File: src/rtl/piece_mover.sv
// piece_mover: move controller for a falling four-cell piece. It takes a
// gravity tick or a left/right button request, builds the shifted candidate,
// checks each of the four cells against the walls and the occupied field, and
// then produces a single registered strobe for an accepted move or a landing.
module piece_mover #(
    parameter int MEM_WIDTH = 4,
    parameter int WIDTH     = 8
) (
    input  logic                       clk,
    input  logic                       rst,
    input  logic [WIDTH*4-1:0]         coord_x_step_1,
    input  logic [WIDTH*4-1:0]         coord_y_step_1,
    input  logic [WIDTH*MEM_WIDTH-1:0] bus_step_1,
    input  logic                       tick,
    input  logic                       btn_left,
    input  logic                       btn_right,
    output logic [WIDTH*4-1:0]         new_coord_x_step_3,
    output logic [WIDTH*4-1:0]         new_coord_y_step_3,
    output logic [WIDTH*MEM_WIDTH-1:0] new_bus_step_3,
    output logic                       is_write_reg,
    output logic                       is_touch,
    output logic                       busy,
    output logic                       game_over
);

    localparam int CW = WIDTH * 4;
    localparam int BW = WIDTH * MEM_WIDTH;
    localparam logic [WIDTH-1:0] ONE_C  = {{(WIDTH-1){1'b0}}, 1'b1};
    localparam logic [WIDTH-1:0] ZERO_C = {WIDTH{1'b0}};

    typedef enum logic [2:0] {
        IDLE   = 3'd0,
        CALC   = 3'd1,
        CHECK  = 3'd2,
        COMMIT = 3'd3,
        LAND   = 3'd4,
        DROP   = 3'd5
    } state_t;

    typedef enum logic [1:0] {
        CMD_DOWN  = 2'd0,
        CMD_LEFT  = 2'd1,
        CMD_RIGHT = 2'd2
    } cmd_t;

    state_t          state_r;
    cmd_t            cmd_r;
    logic [1:0]      cnt_r;
    logic            coll_r;
    logic            pending_r;
    logic            game_over_r;
    logic            busy_r;
    logic            is_write_r;
    logic            is_touch_r;
    logic [CW-1:0]   new_x_r;
    logic [CW-1:0]   new_y_r;
    logic [BW-1:0]   new_bus_r;
    logic [CW-1:0]   cand_x_r;
    logic [CW-1:0]   cand_y_r;

    logic [WIDTH-1:0] nx_s [4];
    logic [WIDTH-1:0] ny_s [4];
    logic [CW-1:0]    cand_x_s;
    logic [CW-1:0]    cand_y_s;
    logic [BW-1:0]    land_bus_s;
    logic [WIDTH-1:0] cur_x_s;
    logic [WIDTH-1:0] cur_y_s;
    logic [WIDTH-1:0] chk_x_s;
    logic [WIDTH-1:0] chk_y_s;
    logic             hit_s;
    logic             coll_any_s;

    // Cell i sits in the i-th byte counted from the most significant end.
    function automatic logic [WIDTH-1:0] cell_of(input logic [CW-1:0] v, input int i);
        return WIDTH'(v >> (WIDTH * (3 - i)));
    endfunction

    // One-hot field mask for cell (y, x); rows outside the field give no bit.
    function automatic logic [BW-1:0] cell_mask(input logic [WIDTH-1:0] y, input logic [WIDTH-1:0] x);
        logic [BW-1:0] one;
        one = {{(BW-1){1'b0}}, 1'b1};
        if (int'(y) >= MEM_WIDTH) begin
            return {BW{1'b0}};
        end else begin
            return one << (WIDTH * (MEM_WIDTH - 1 - int'(y)) + (WIDTH - 1 - int'(x)));
        end
    endfunction

    // A cell outside the field counts as occupied so it can never be accepted.
    function automatic logic field_bit(input logic [BW-1:0] bus, input logic [WIDTH-1:0] y, input logic [WIDTH-1:0] x);
        if (int'(y) >= MEM_WIDTH) begin
            return 1'b1;
        end else begin
            return |(bus & cell_mask(y, x));
        end
    endfunction

    // Candidate position for the latched command plus the landed field image.
    always_comb begin
        land_bus_s = bus_step_1;
        for (int i = 0; i < 4; i++) begin
            nx_s[i] = cell_of(coord_x_step_1, i);
            ny_s[i] = cell_of(coord_y_step_1, i);
            land_bus_s = land_bus_s | cell_mask(ny_s[i], nx_s[i]);
            case (cmd_r)
                CMD_DOWN:  ny_s[i] = ny_s[i] + ONE_C;
                CMD_LEFT:  nx_s[i] = nx_s[i] - ONE_C;
                CMD_RIGHT: nx_s[i] = nx_s[i] + ONE_C;
                default:   nx_s[i] = nx_s[i];
            endcase
        end
        cand_x_s = {nx_s[0], nx_s[1], nx_s[2], nx_s[3]};
        cand_y_s = {ny_s[0], ny_s[1], ny_s[2], ny_s[3]};
    end

    // Collision test for the cell selected by the counter, wall checks first.
    always_comb begin
        cur_x_s = cell_of(coord_x_step_1, int'(cnt_r));
        cur_y_s = cell_of(coord_y_step_1, int'(cnt_r));
        chk_x_s = cell_of(cand_x_r, int'(cnt_r));
        chk_y_s = cell_of(cand_y_r, int'(cnt_r));
        hit_s   = 1'b1;
        case (cmd_r)
            CMD_LEFT: begin
                if (cur_x_s == ZERO_C) hit_s = 1'b1;
                else                   hit_s = field_bit(bus_step_1, chk_y_s, chk_x_s);
            end
            CMD_RIGHT: begin
                if (int'(cur_x_s) == WIDTH - 1) hit_s = 1'b1;
                else                            hit_s = field_bit(bus_step_1, chk_y_s, chk_x_s);
            end
            CMD_DOWN: begin
                if (int'(cur_y_s) == MEM_WIDTH - 1) hit_s = 1'b1;
                else                                hit_s = field_bit(bus_step_1, chk_y_s, chk_x_s);
            end
            default: hit_s = 1'b1;
        endcase
        coll_any_s = coll_r | hit_s;
    end

    // Move sequencer; every output is registered and strobes last one cycle.
    always_ff @(posedge clk) begin
        if (!rst) begin
            state_r     <= IDLE;
            cmd_r       <= CMD_DOWN;
            cnt_r       <= 2'd0;
            coll_r      <= 1'b0;
            pending_r   <= 1'b0;
            game_over_r <= 1'b0;
            busy_r      <= 1'b0;
            is_write_r  <= 1'b0;
            is_touch_r  <= 1'b0;
            new_x_r     <= {WIDTH'(0), WIDTH'(1), WIDTH'(2), WIDTH'(3)};
            new_y_r     <= {CW{1'b0}};
            new_bus_r   <= {BW{1'b0}};
            cand_x_r    <= {CW{1'b0}};
            cand_y_r    <= {CW{1'b0}};
        end else begin
            is_write_r <= 1'b0;
            is_touch_r <= 1'b0;
            if (state_r != IDLE && tick) pending_r <= 1'b1;
            case (state_r)
                IDLE: begin
                    if (game_over_r) begin
                        pending_r <= 1'b0;
                    end else if (tick || pending_r) begin
                        cmd_r     <= CMD_DOWN;
                        pending_r <= 1'b0;
                        state_r   <= CALC;
                        busy_r    <= 1'b1;
                    end else if (btn_left) begin
                        cmd_r   <= CMD_LEFT;
                        state_r <= CALC;
                        busy_r  <= 1'b1;
                    end else if (btn_right) begin
                        cmd_r   <= CMD_RIGHT;
                        state_r <= CALC;
                        busy_r  <= 1'b1;
                    end else begin
                        state_r <= IDLE;
                    end
                end
                CALC: begin
                    cand_x_r <= cand_x_s;
                    cand_y_r <= cand_y_s;
                    cnt_r    <= 2'd0;
                    coll_r   <= 1'b0;
                    state_r  <= CHECK;
                end
                CHECK: begin
                    if (cnt_r == 2'd3) begin
                        if (!coll_any_s) begin
                            state_r    <= COMMIT;
                            is_write_r <= 1'b1;
                            new_x_r    <= cand_x_r;
                            new_y_r    <= cand_y_r;
                            new_bus_r  <= bus_step_1;
                        end else if (cmd_r == CMD_DOWN) begin
                            state_r    <= LAND;
                            is_write_r <= 1'b1;
                            is_touch_r <= 1'b1;
                            new_x_r    <= coord_x_step_1;
                            new_y_r    <= coord_y_step_1;
                            new_bus_r  <= land_bus_s;
                        end else begin
                            state_r <= DROP;
                        end
                    end else begin
                        cnt_r  <= cnt_r + 2'd1;
                        coll_r <= coll_any_s;
                    end
                end
                LAND: begin
                    if (new_bus_r[BW-1 -: 4] != 4'b0000) game_over_r <= 1'b1;
                    state_r <= IDLE;
                    busy_r  <= 1'b0;
                end
                COMMIT, DROP: begin
                    state_r <= IDLE;
                    busy_r  <= 1'b0;
                end
                default: begin
                    state_r <= IDLE;
                    busy_r  <= 1'b0;
                end
            endcase
        end
    end

    assign new_coord_x_step_3 = new_x_r;
    assign new_coord_y_step_3 = new_y_r;
    assign new_bus_step_3     = new_bus_r;
    assign is_write_reg       = is_write_r;
    assign is_touch           = is_touch_r;
    assign busy               = busy_r;
    assign game_over          = game_over_r;

endmodule

File: config.mk
export PLATFORM = sky130hd
export DESIGN_NAME = piece_mover
export DESIGN_NICKNAME = d
export VERILOG_FILES = /design/src/rtl/piece_mover.sv
export SDC_FILE = /design/constraint.sdc
export NUM_CORES = 1
export LEC_CHECK = 0
export ABC_AREA = 1
export CAP_MARGIN = 20
export CORE_UTILIZATION = 35
export CTS_BUF_LIST = sky130_fd_sc_hd__clkbuf_2 sky130_fd_sc_hd__clkbuf_4 sky130_fd_sc_hd__clkbuf_8
export DETAILED_ROUTE_END_ITERATION = 8
export HOLD_SLACK_MARGIN = 0.05
export PLACE_DENSITY = 0.54
export REMOVE_ABC_BUFFERS = 1
export SLEW_MARGIN = 30
export SYNTH_ARGS = -nofsm -noshare
export SYNTH_HDL_FRONTEND = slang
export SYNTH_SLANG_ARGS = --single-unit
File: constraint.sdc
create_clock -name clk -period 5 [get_ports clk]
set_input_delay 0.5 -clock clk [delete_from_list [all_inputs] [get_ports clk]]
set_output_delay 0.5 -clock clk [all_outputs]
set_load 0.01 [all_outputs]
== Yosys cells after proc, flatten, opt, wreduce, memory -nomap -nowiden ==
Cells that the tools add are included.
Storage, ports and cells
  input port bits: 101
  flip-flop bits (word level): 173
  output and inout bits: 100
  word-level logic and storage cells: 159
Cells by class
  equality and inequality tests: 13
  shift operators: 9
  $lt $le $gt $ge: 5
  muxes and demuxes: 58
  $add $sub $neg: 29
  reductions and logical operators: 21
  bitwise gates (word level): 10
Operators with widths (count)
  $mux 32: 17
  $shl 1x32->32 const A: 5
  $or 32x32->32: 4
  $shr 32x32->8: 4
  $and 32x32->32: 3
  $reduce_or 32->1: 3
  $add 12x9->13: 5
  $add 8x1->8 const B: 8
  $pmux 8 s2: 4
  $sub 2x8->9 const A: 5
  $sub 3x8->9 const A: 5
  $ge 8x3->1 const B: 5
  $mux 8: 4
  $sub 8x1->8 const B: 4
  $mux 1: 21
  $reduce_and 3->1: 4
  $mux 3: 3
  $pmux 3 s3: 1
  $eq 8x3->1 const B: 1
  $eq 8x4->1 const B: 1
  $logic_not 8->1: 1
  $mux 2: 4
  $ne 2x2->1 const B: 3
  $reduce_and 2->1: 3
  23 further kinds: 27

== Logic depth before layout (Yosys ltp) ==
Gate-level depths: netlist of run 1.
  word-level depth: 17
  mapped depth: 36
  gate-level depth less buffers: 32

== Least setup slack after synthesis of run 1 ==
OpenSTA, ideal clock, no wires.
  path type: register to register
  from: reg cnt_r[0]
  to: reg new_x_r[2] (netlist: new_coord_x_step_3[2])
  arrival: 4.267 ns
  period minus slack after synthesis: 4.379 ns
  path slack: 0.621 ns
  required time: 4.887 ns
  library setup time: 0.113 ns
  buffers on the path: 6
  stages on the path, launching flop included: 35
  cell sequence: dfxtp_1 buf_4 buf_2 buf_2 clkbuf_1 o21ai_0 a21oi_1 ha_1 inv_1 fa_1 o21ai_0 xnor2_1 nand2_1 nor2_1 nand2_1 nor2_1 nand2_1 nor2_1 nand2_1 nor2_4 nand3_1 nor2_1 nand3_1 nand2_1 nor2_1 nand2_1 o21ai_2 nand3_2 nand2_2 nand2_4 buf_6 buf_2 nand2_1 nand2_1 nor2_1
On the way
  cells in the longest elaborated chain, start to end: 16
  elaborated cells on any way between the ends: 38
  classes of those cells: 4 x add/sub; 1 x order compare; 4 x eq/ne; 5 x shift; 15 x mux; 4 x bitwise; 5 x reduce/logical
RTL lines
  start, declared: RTL line 48  | logic [1:0] cnt_r;
  start signal, assigned: RTL line 209  | cnt_r <= cnt_r + 2'd1;
  $sub 2x2->3: RTL line 75  | return WIDTH'(v >> (WIDTH * (3 - i)));
  $shr 32x32->8: RTL line 75
  $sub 3x8->9 or $sub 2x8->9 (tied branches): RTL line 85  | return one << (WIDTH * (MEM_WIDTH - 1 - int'(y)) + (WIDTH - 1 - int'(x)));
  $add 12x9->13: RTL line 85
  $shl 1x32->32: RTL line 85
  $mux 32: RTL line 91  | if (int'(y) >= MEM_WIDTH) begin
  $mux 32 (on tied branches): RTL line 133, 125, 129
  $mux 32: RTL line 123  | case (cmd_r)
  $and 32x32->32: RTL line 94  | return |(bus & cell_mask(y, x));
  $reduce_or 32->1: RTL line 94
  $mux 1: RTL line 91
  $mux 1 (on tied branches): RTL line 133, 125, 129
  $pmux 1 s3: RTL line 123
  $or 1x1->1: RTL line 138  | coll_any_s = coll_r | hit_s;
  $ne 2x1->1 (no line)
  $reduce_and 3->1 (no line)
  end signal, assigned: RTL line 153  | new_x_r <= {WIDTH'(0), WIDTH'(1), WIDTH'(2), WIDTH'(3)};
  end signal, assigned: RTL line 195  | new_x_r <= cand_x_r;
  end signal, assigned: RTL line 202  | new_x_r <= coord_x_step_1;
  end, declared: RTL line 55  | logic [CW-1:0] new_x_r;
Several ways; a longest one is shown, not always the timed one. The select of a mux whose other input is x is not followed.
A chain may end at the register's enable or synchronous reset.

== Worst setup path after layout of run 1 ==
  from: reg cnt_r[0]
  to: reg new_x_r[21] (netlist: new_coord_x_step_3[21])
The elaborated chain is that of the path after synthesis.

==> results.json, run 1 <==
{
  "crit_type": "reg -> reg",
  "drive_above_1_share_pct": 6.43,
  "dp_hpwl_um": 43700,
  "p_clk_share_pct": 13.4,
  "status": "complete, no violations",
  "fillerInstances": 4602,
  "cp.arrival_ns": 5.27,
  "tritoncts": "built",
  "ys_ff_latch": 173,
  "fin_cells": 3245,
  "grt_pass1_vias": 16144,
  "worstPathRequired_ns": 5.50,
  "synthCells": 2519,
  "cts.path.max_buffers": 2,
  "grt_pass1_wl_um": 93500,
  "fin_crit_sh_pct": 95.4,
  "port_buffers": 200,
  "hp-class": "reg -> reg",
  "die_area_um2": 43800,
  "dr.pass1.iters": 5,
  "seq_area_frac_synth_pct": 23.0,
  "setup_viol": 0,
  "async_reset_ff_share_pct": 0,
  "synth_edf_count": 0,
  "syn_to_final_growth_pct": 23.9,
  "peakVddDrop_v": 0.000427,
  "cp-end-kind": "register",
  "p_sw_mw": 4.63,
  "fin_worst_skew_ns": 0.0255,
  "dr_total_vias": 17119,
  "core_area_um2": 42200,
  "yosys-top-cells-area": "dfxtp_1 (23%), nand2_1 (18%), nor2_1 (9.6%)",
  "pwr_density_cell_nw_per_um2": 461,
  "clkSlewWorstSetupHoldPaths_ns": 0.10,
  "cts_root_buf": "clkbuf_8",
  "grt_max_degree": 96,
  "drc_errors": 0,
  "io_pins": 201,
  "synth_largest_area_cell": "dfxtp_1",
  "finalCriticalPeriod_ns": 4.77,
  "p_leak_nw": 8.73,
  "tightestPinTransition_ns": 1.45,
  "crit_fanout": 23,
  "postCtsHoldBufs": 0,
  "h-tree-depth": 4,
  "max_slew_margin_pct": 2.79,
  "cp-start-kind": "register",
  "hold_viol_final": 0,
  "yosysMostFrequentCell": "nand2_1",
  "p_sw_share_pct": 53.9,
  "grt_usage_pct": 27.6,
  "slew_viol_final": 0,
  "fp.dieW_um": 209,
  "place_area_um2": 17900,
  "vias_per_cell": 5.28,
  "crit_slowest_cell": "dfxtp_2",
  "antenna_found_initial": 0,
  "timing.fmax_ghz": 0.210,
  "cpMostUsedCell": "nand2_1",
  "syn_avg_cell_area_um2": 5.98,
  "cts_made_buffers": 17,
  "yosys_warnings": 0,
  "synth_area_um2": 15100,
  "fin_nets": 2899,
  "num_rows": 75,
  "max_stage_delay_ns": 0.39,
  "clk_latency_ns": 0.61,
  "drt_iter0_drc": 1365,
  "start_util_pct": 35.6,
  "final_antenna_net_count": 0,
  "clock-sinks": 173,
  "p_int_mw": 3.96,
  "design_area_um2": 18600,
  "cap_violations": 0,
  "ys_top_cells_by_count": "nand2_1 (708), nor2_1 (383), inv_1 (266)",
  "post_drt_wl_per_cell_um": 19.2,
  "overflow": 0,
  "synth_top_area_share_pct": 23.0,
  "synth_cell_types": 48,
  "gp_congestion": 0.927,
  "dieHeight_um": 209,
  "ys.flop_type": "dfxtp_1",
  "dp_cells": 3197,
  "drt-total-wl_um": 62500,
  "pwr-share-comb_pct": 65.3,
  "p_seq_share_pct": 21.3
}
## placed cells by master (no fill, tap or decap), types with 9 or more instances in the layout
master,n
nand2_1,707
nor2_1,374
inv_1,266
clkdlybuf4s50_1,199
dfxtp_1,172
a21oi_1,154
nand4_1,130
nand3_1,125
ha_1,97
o21ai_0,95
buf_4,71
xor2_1,46
nor3_1,37
xnor2_1,23
o2111ai_1,19
clkbuf_8,19
o211ai_1,14
buf_6,12
o21bai_1,11
a31oi_1,10
nor2_2,9
fa_1,9
## power by group through the flow
stage                     combinational [mW]  sequential, mW  clock [mW]
final                                   5.61            1.83        1.15
after global routing                    6.24            1.86        1.23
after detailed placement                5.23            1.86           0
after global placement                  5.21            1.86           0
after floorplan                         3.52            1.78           0
after CTS                               5.27            1.83        1.19
## worst paths after layout
path,startpoint,to,slack [ns],cells past startpoint
max,cnt_r[0],new_coord_x_step_3[21],0.23,35
min,busy,busy,0.48,2
max reg2reg,cnt_r[0],new_coord_x_step_3[21],0.23,35
min reg2reg,busy,busy,0.48,2
## area by class of cell
cell class                      count  area, µm²  area share (%)
Multi-Input combinational cell   1930      10100            54.1
Sequential cell                   173       3460            18.6
Clock buffer                       20        269            1.44
Tap cell                          539        674            3.62
Inverter                          273       1030            5.51
Antenna cell                        2       5.00          0.0268
Timing Repair Buffer              296       2980            16.0
Clock inverter                     12        148           0.792
## repair_timing
| item | 4_1_cts | 5_1_grt |
|---|---|---|
| buffers inserted | 0 | 4 |
| resized for setup | 0 | 39 |
| setup endpoints to repair | 0 | 101 |
## metal layers
layer  routed length, µm  global-route usage (%)
met5                   0                       0
met4                1500                    8.92
met2               28800                    44.9
met1               28600                    37.2
met3                3550                    4.43
## per-stage QoR
step / TNS, ns / util, % / hold WS (ns) / total power [mW] / setup slack, ns
final: 0 / 44.2 / 0.484 / 8.59 / 0.231
after global placement: 0 / 42.3 / 0.460 / 7.08 / 0.121
after CTS: 0 / 43.3 / 0.466 / 8.29 / 0.0409
after floorplan: -477.65 / - / 0.444 / 5.30 / -4.00
after detailed placement: 0 / 42.3 / 0.466 / 7.09 / 0.0584
after global routing: -0.0457 / 44.1 / 0.510 / 9.33 / -0.0129
## worst max-delay path: cells and delay by family, from the launching register on
kind	cells	cell delay (ns)
AND/OR/NAND/NOR	25	2.63
buffers and inverters	4	0.61
flip-flops	1	0.39
XOR/XNOR	2	0.36
AO/OA/AOI/OAI	3	0.35
adder cells (fa/ha/maj)	1	0.32
## cells by family after synthesis
group | Yosys count | share of synthesized area, %
adders and majority gates | 107 | 9.34
AOI/OAI and AO/OA | 342 | 13.1
DFF | 173 | 23.0
and+or+nand+nor | 1409 | 39.3
buffers and inverters | 419 | 11.2
xor gates and xnor gates | 69 | 4.01
(Power assumes the default switching activity.)
==> run 2: changes to the inputs <==
--- a/config.mk
+++ b/config.mk
@@ -7,11 +7,11 @@
 export LEC_CHECK = 0
 export ABC_AREA = 1
 export CAP_MARGIN = 20
-export CORE_UTILIZATION = 35
+export CORE_UTILIZATION = 43
 export CTS_BUF_LIST = sky130_fd_sc_hd__clkbuf_2 sky130_fd_sc_hd__clkbuf_4 sky130_fd_sc_hd__clkbuf_8
 export DETAILED_ROUTE_END_ITERATION = 8
 export HOLD_SLACK_MARGIN = 0.05
-export PLACE_DENSITY = 0.54
+export PLACE_DENSITY = 0.64
 export REMOVE_ABC_BUFFERS = 1
 export SLEW_MARGIN = 30
 export SYNTH_ARGS = -nofsm -noshare
==> run 2 against run 1 <==
Sequential power about the same; non-clock buffer count fell by 28; via count decreased by 1.3%; wire length fell by 9.8%; first-iteration DRC count is 11% lower; total power fell by 4.6%; die area is 18% lower; clock power down 9.6%; register-to-register slack about the same; design area fell by 2.8%; sequential cell count did not move; critical path type unchanged; largest power group unchanged.
==> results.json, run 2 (synthesis results as in run 1) <==
{
  "cp.arrival_ns": 5.18,
  "core_area_um2": 34500,
  "hold_viol_final": 0,
  "drc_errors": 0,
  "reg2reg_slack_ns": 0.24,
  "drive_above_1_share_pct": 5.20,
  "vias_per_cell": 5.40,
  "slew_viol_final": 0,
  "pwr_density_cell_nw_per_um2": 452,
  "tightestPinTransition_ns": 1.19,
  "p_leak_nw": 8.52,
  "crit_type": "reg -> reg",
  "dieHeight_um": 189,
  "grtUsageMet1_pct": 41.7,
  "p_sw_mw": 4.47,
  "multiInputGateArea_um2": 10000,
  "clock-sinks": 173,
  "cts_made_buffers": 17,
  "syn_to_final_growth_pct": 20.4,
  "antenna_found_initial": 0,
  "mostFrequentLayoutCell": "nand2_1",
  "dp_cells": 3094,
  "final_core_util_pct": 52.6,
  "setup_viol": 0,
  "rsz0062_at_grt": "true",
  "post_drt_wl_per_cell_um": 18.0,
  "regArea_um2": 3470,
  "num_rows": 68,
  "fillerInstances": 3639,
  "hp-class": "reg -> reg",
  "overflow": 0,
  "timing.fmax_ghz": 0.210,
  "crit_fanout": 36,
  "die_area_um2": 35800,
  "cts.path.max_buffers": 2,
  "fin_crit_sh_pct": 95.1,
  "antennaDiodeCount": 0,
  "fin_cells": 3130,
  "tritoncts": "built",
  "dr_total_vias": 16900,
  "gp_congestion": 0.956,
  "p_sw_share_pct": 54.6,
  "cp_top_family": "simple AND/OR/NAND/NOR gates",
  "drt-total-wl_um": 56300,
  "h-tree-depth": 4,
  "clkSlewWorstSetupHoldPaths_ns": 0.11,
  "drt_iter0_drc": 1212,
  "io_pins": 201,
  "grt_pass1_wl_um": 88000,
  "port_buffers": 200,
  "fin_worst_skew_ns": 0.0198,
  "start_util_pct": 43.7,
  "cpMostUsedCell": "nand2_1",
  "postCtsHoldBufs": 0,
  "max_stage_delay_ns": 0.41,
  "cp-start-kind": "register",
  "gr-usage-met3_pct": 4.54,
  "fin_nets": 2870,
  "cap_violations": 0,
  "design_area_um2": 18100,
  "grt_usage_pct": 31.2,
  "finalCriticalPeriod_ns": 4.76,
  "worst-path-buf-inv": 3,
  "grt_pass1_vias": 16088,
  "cp-end-kind": "register",
  "top_usage_layer": "met2",
  "fp.dieW_um": 189,
  "place_area_um2": 17600,
  "final_cell_mix": "nand2_1 (707), nor2_1 (377), inv_1 (266)",
  "p_seq_share_pct": 22.3,
  "dp_hpwl_um": 40100,
  "status": "complete, no violations",
  "peakVddDrop_v": 0.000484,
  "p_int_mw": 3.73,
  "max_slew_margin_pct": 19.9,
  "final_antenna_net_count": 0,
  "grt_max_degree": 101,
  "pwr-share-comb_pct": 65.1,
  "clk_latency_ns": 0.53,
  "dr.pass1.iters": 5,
  "met2_usage_pct": 51.1,
  "worstPathRequired_ns": 5.42,
  "cts_root_buf": "clkbuf_8",
  "p_clk_share_pct": 12.7,
  "crit_slowest_cell": "dfxtp_4"
}
-- run 2: layout make-up --
cell class | count | area share [%]
multi-input combinational | 1929 | 55.3
sequential | 173 | 19.1
timing repair buffer | 268 | 14.6
inverter | 273 | 5.70
tap | 455 | 3.14
clock buffer | 17 | 1.29
clock inverter | 15 | 0.822
-- run 2: power groups by stage --
stage	sequential [mW]	combinational [mW]	clock (mW)
2_1_floorplan	1.78	3.52	0
3_3_place_gp	1.84	5.09	0
3_5_place_dp	1.84	5.14	0
4_1_cts	1.81	5.17	1.07
5_1_grt	1.85	5.95	1.12
6_report	1.83	5.33	1.04
-- run 2: metrics by stage --
| stage | TNS (ns) | hold slack, ns | power (mW) | setup WS, ns |
|---|---|---|---|---|
| CTS | 0 | 0.482 | 8.06 | 0.0756 |
| floorplan | -477.65 | 0.444 | 5.30 | -4.00 |
| global placement | 0 | 0.459 | 6.94 | 0.0904 |
| finish | 0 | 0.485 | 8.20 | 0.244 |
| global route | -0.0312 | 0.514 | 8.92 | -0.0167 |
| detailed placement | 0 | 0.460 | 6.99 | 0.121 |
-- run 2: final timing paths --
check                start  depth (start not counted)                      to
setup reg to reg  cnt_r[0]                         31  new_coord_y_step_3[26]
hold / removal        busy                          2                    busy
setup / recovery  cnt_r[0]                         31  new_coord_y_step_3[26]
hold reg to reg       busy                          2                    busy
-- run 2: what timing repair did --
action / in CTS / in global routing
resized for setup: 0 / 25
endpoints found under the setup margin: 0 / 99
setup buffers: 0 / 1
-- run 2: worst min-delay path: stages, from the launching register on --
cell     delay (ns)
dfxtp_1        0.34
a21oi_1        0.04
nor2_1         0.07
-- run 2: layer usage --
layer | up-vias | part of all wire, %
met2 | 571 | 45
met4 | 0 | 2.8
met1 | 7769 | 46
met5 | - | 0
li1 | 8467 | -
met3 | 93 | 6.0
==> run 3: changes to the inputs <==
--- a/config.mk
+++ b/config.mk
@@ -10,7 +10,6 @@
 export CORE_UTILIZATION = 43
 export CTS_BUF_LIST = sky130_fd_sc_hd__clkbuf_2 sky130_fd_sc_hd__clkbuf_4 sky130_fd_sc_hd__clkbuf_8
 export DETAILED_ROUTE_END_ITERATION = 8
-export HOLD_SLACK_MARGIN = 0.05
 export PLACE_DENSITY = 0.64
 export REMOVE_ABC_BUFFERS = 1
 export SLEW_MARGIN = 30
==> constraint.sdc (replaced) <==
create_clock -name clk -period 4.52 [get_ports clk]
set_input_delay 0.452 -clock clk [delete_from_list [all_inputs] [get_ports clk]]
set_output_delay 0.452 -clock clk [all_outputs]
set_load 0.01 [all_outputs]
==> run 3 against run 2 <==
The flow now finishes with violations (negative setup slack); non-clock buffer count is 108 higher; worst hold slack improved by 0.0089 ns; register-to-register slack worse by 0.26 ns; fmax grew 4.9%; sequential cell count unchanged; largest power group unchanged; highest routed layer unchanged; sequential power grew 10%; global-route usage about the same; critical endpoint is now new_bus_step_3[30]; via count up 5.1%; final cell count rose by 3.5%.
==> results.json, run 3 (synthesis results as in run 1) <==
{
  "status": "finished, violations left",
  "violations": "negative setup slack",
  "peakVddDrop_v": 0.000565,
  "gp_congestion": 0.978,
  "grt_max_degree": 101,
  "multiInputGateArea_um2": 10700,
  "cp-end-kind": "register",
  "crit_slowest_cell": "dfxtp_4",
  "grt_pass1_vias": 16172,
  "reg2reg_slack_ns": -0.01,
  "max_stage_delay_ns": 0.44,
  "antennaDiodeCount": 0,
  "drc_errors": 0,
  "reg2reg_to": "new_bus_step_3[30]",
  "cp.arrival_ns": 4.97,
  "drive_above_1_share_pct": 13.3,
  "pwr-share-comb_pct": 68.5,
  "dr.pass1.iters": 6,
  "fin_nets": 2979,
  "place_area_um2": 18300,
  "clock-sinks": 173,
  "p_leak_nw": 9.31,
  "rr_startpoint": "cnt_r[0]",
  "postCtsHoldBufs": 0,
  "p_sw_mw": 5.42,
  "cp_top_family": "simple AND/OR/NAND/NOR gates",
  "cap_violations": 0,
  "p_sw_share_pct": 52.1,
  "timing.fmax_ghz": 0.221,
  "cpMostUsedCell": "nand2_1",
  "pwr_density_cell_nw_per_um2": 517,
  "h-tree-depth": 4,
  "fin_crit_sh_pct": 100,
  "p_clk_share_pct": 12.0,
  "antenna_found_initial": 0,
  "hp-class": "reg -> reg",
  "io_pins": 201,
  "core_area_um2": 34500,
  "cp-start-kind": "register",
  "holdPathStages": 2,
  "fp.dieW_um": 189,
  "clk_latency_ns": 0.54,
  "tritoncts": "built",
  "power.total_mw": 10.4,
  "start_util_pct": 43.7,
  "crit_fanout": 8,
  "tightestPinTransition_ns": 1.40,
  "grt_pass1_wl_um": 88200,
  "setup_slack_ns": -0.0146,
  "post_drt_wl_per_cell_um": 18.8,
  "design_area_um2": 20100,
  "min_from": "busy",
  "cts_root_buf": "clkbuf_8",
  "worst-path-buf-inv": 7,
  "mostFrequentLayoutCell": "nand2_1",
  "vias_per_cell": 5.48,
  "die_area_um2": 35800,
  "drt-total-wl_um": 60700,
  "final_cell_mix": "nand2_1 (646), nor2_1 (354), inv_1 (265)",
  "p_int_mw": 4.98,
  "regArea_um2": 3470,
  "final_antenna_net_count": 0,
  "slew_viol_final": 0,
  "setup_viol": 6,
  "syn_to_final_growth_pct": 33.7,
  "max_slew_margin_pct": 6.18,
  "cts.path.max_buffers": 2,
  "cts_made_buffers": 17,
  "dp_hpwl_um": 41900,
  "clkSlewWorstSetupHoldPaths_ns": 0.11,
  "fillerInstances": 3369,
  "p_seq_share_pct": 19.5,
  "dr_total_vias": 17755,
  "crit_type": "reg -> reg",
  "reg2regPathDepth": 35,
  "whs_endpoint": "busy",
  "worstPathRequired_ns": 4.96,
  "dieHeight_um": 189,
  "hold_viol_final": 0,
  "overflow": 0,
  "fin_worst_skew_ns": 0.0233,
  "num_rows": 68,
  "rsz0062_at_grt": "true",
  "port_buffers": 200,
  "drt_iter0_drc": 1425,
  "grt_usage_pct": 31.3,
  "finalCriticalPeriod_ns": 4.53
}
==> run 3: changes by cell type in the layout (fill, tap and decap cells not counted), sizes merged <==
cell,delta
nand2,+1
clkinvlp,+2
clkbuf,+15
buf,+93
clkinv,-3
bufinv,+2
inv,-1
==> run 3: worst max path at each step <==
| stage | startpoint | endpoint | slack [ns] | depth (start not counted) |
|---|---|---|---|---|
| after floorplan | cnt_r[0] | new_bus_step_3[0] | -4.48 | 30 |
| after CTS | cnt_r[0] | new_coord_x_step_3[30] | 0.006 | 33 |
| after global placement | cnt_r[0] | new_coord_x_step_3[30] | -0.16 | 30 |
| after detailed placement | cnt_r[0] | new_coord_x_step_3[30] | -0.16 | 30 |
| after global routing | cnt_r[0] | new_coord_x_step_3[19] | -0.30 | 35 |
| final | cnt_r[0] | new_bus_step_3[30] | -0.01 | 35 |
==> run 3: final cells by class <==
class / count / share of cell area [%]
clock buffer: 17 / 1.16
clock inverter: 15 / 0.895
inverter: 273 / 5.14
multi-input combinational: 1930 / 53.1
sequential: 173 / 17.2
tap: 455 / 2.83
timing repair buffer: 376 / 19.7
==> run 3: power groups by stage <==
stage               Combinational, mW  Clock, mW  Sequential (mW)
detailed placement               6.14          0             2.04
global placement                 6.08          0             2.04
floorplan                        4.02          0             2.00
finish                           7.13       1.25             2.02
CTS                              6.25       1.26             2.01
global route                     7.85       1.32             2.05
==> run 3: routing by layer <==
metal	vias to the layer above	track usage, %	part of all wire [%]
met5	-	0	0
met4	0	10.5	2.9
met3	109	3.93	6.6
met2	703	51.8	46
met1	8246	41.8	45
li1	8697	-	-
==> run 3: repair_timing <==
item	4_1_cts	5_1_grt
resized for setup	23	180
gates cloned	0	27
pin swaps	3	84
setup endpoints to repair	98	102
setup buffers	0	14
==> run 3: worst register-to-register path, delay by kind of cell, from the launching register on <==
family	cells	cell delay, ns
adders and majority gates	2	0.49
DFF	1	0.44
AOI/OAI and AO/OA	1	0.08
buffers and inverters	7	0.94
and+or+nand+nor	25	2.50
==> run 3: per-stage QoR <==
step / hold slack (ns) / std cells / TNS [ns] / setup WS (ns) / utilization, %
after global routing: 0.505 / 3239 / -25.83 / -0.302 / 58.4
after detailed placement: 0.461 / 3167 / -10.28 / -0.165 / 53.0
after CTS: 0.490 / 3199 / 0 / 0.00554 / 54.4
after floorplan: 0.444 / 2373 / -558.77 / -4.48 / -
final: 0.493 / 3239 / -0.0397 / -0.0146 / 58.4
after global placement: 0.461 / 3167 / -7.68 / -0.163 / 53.0
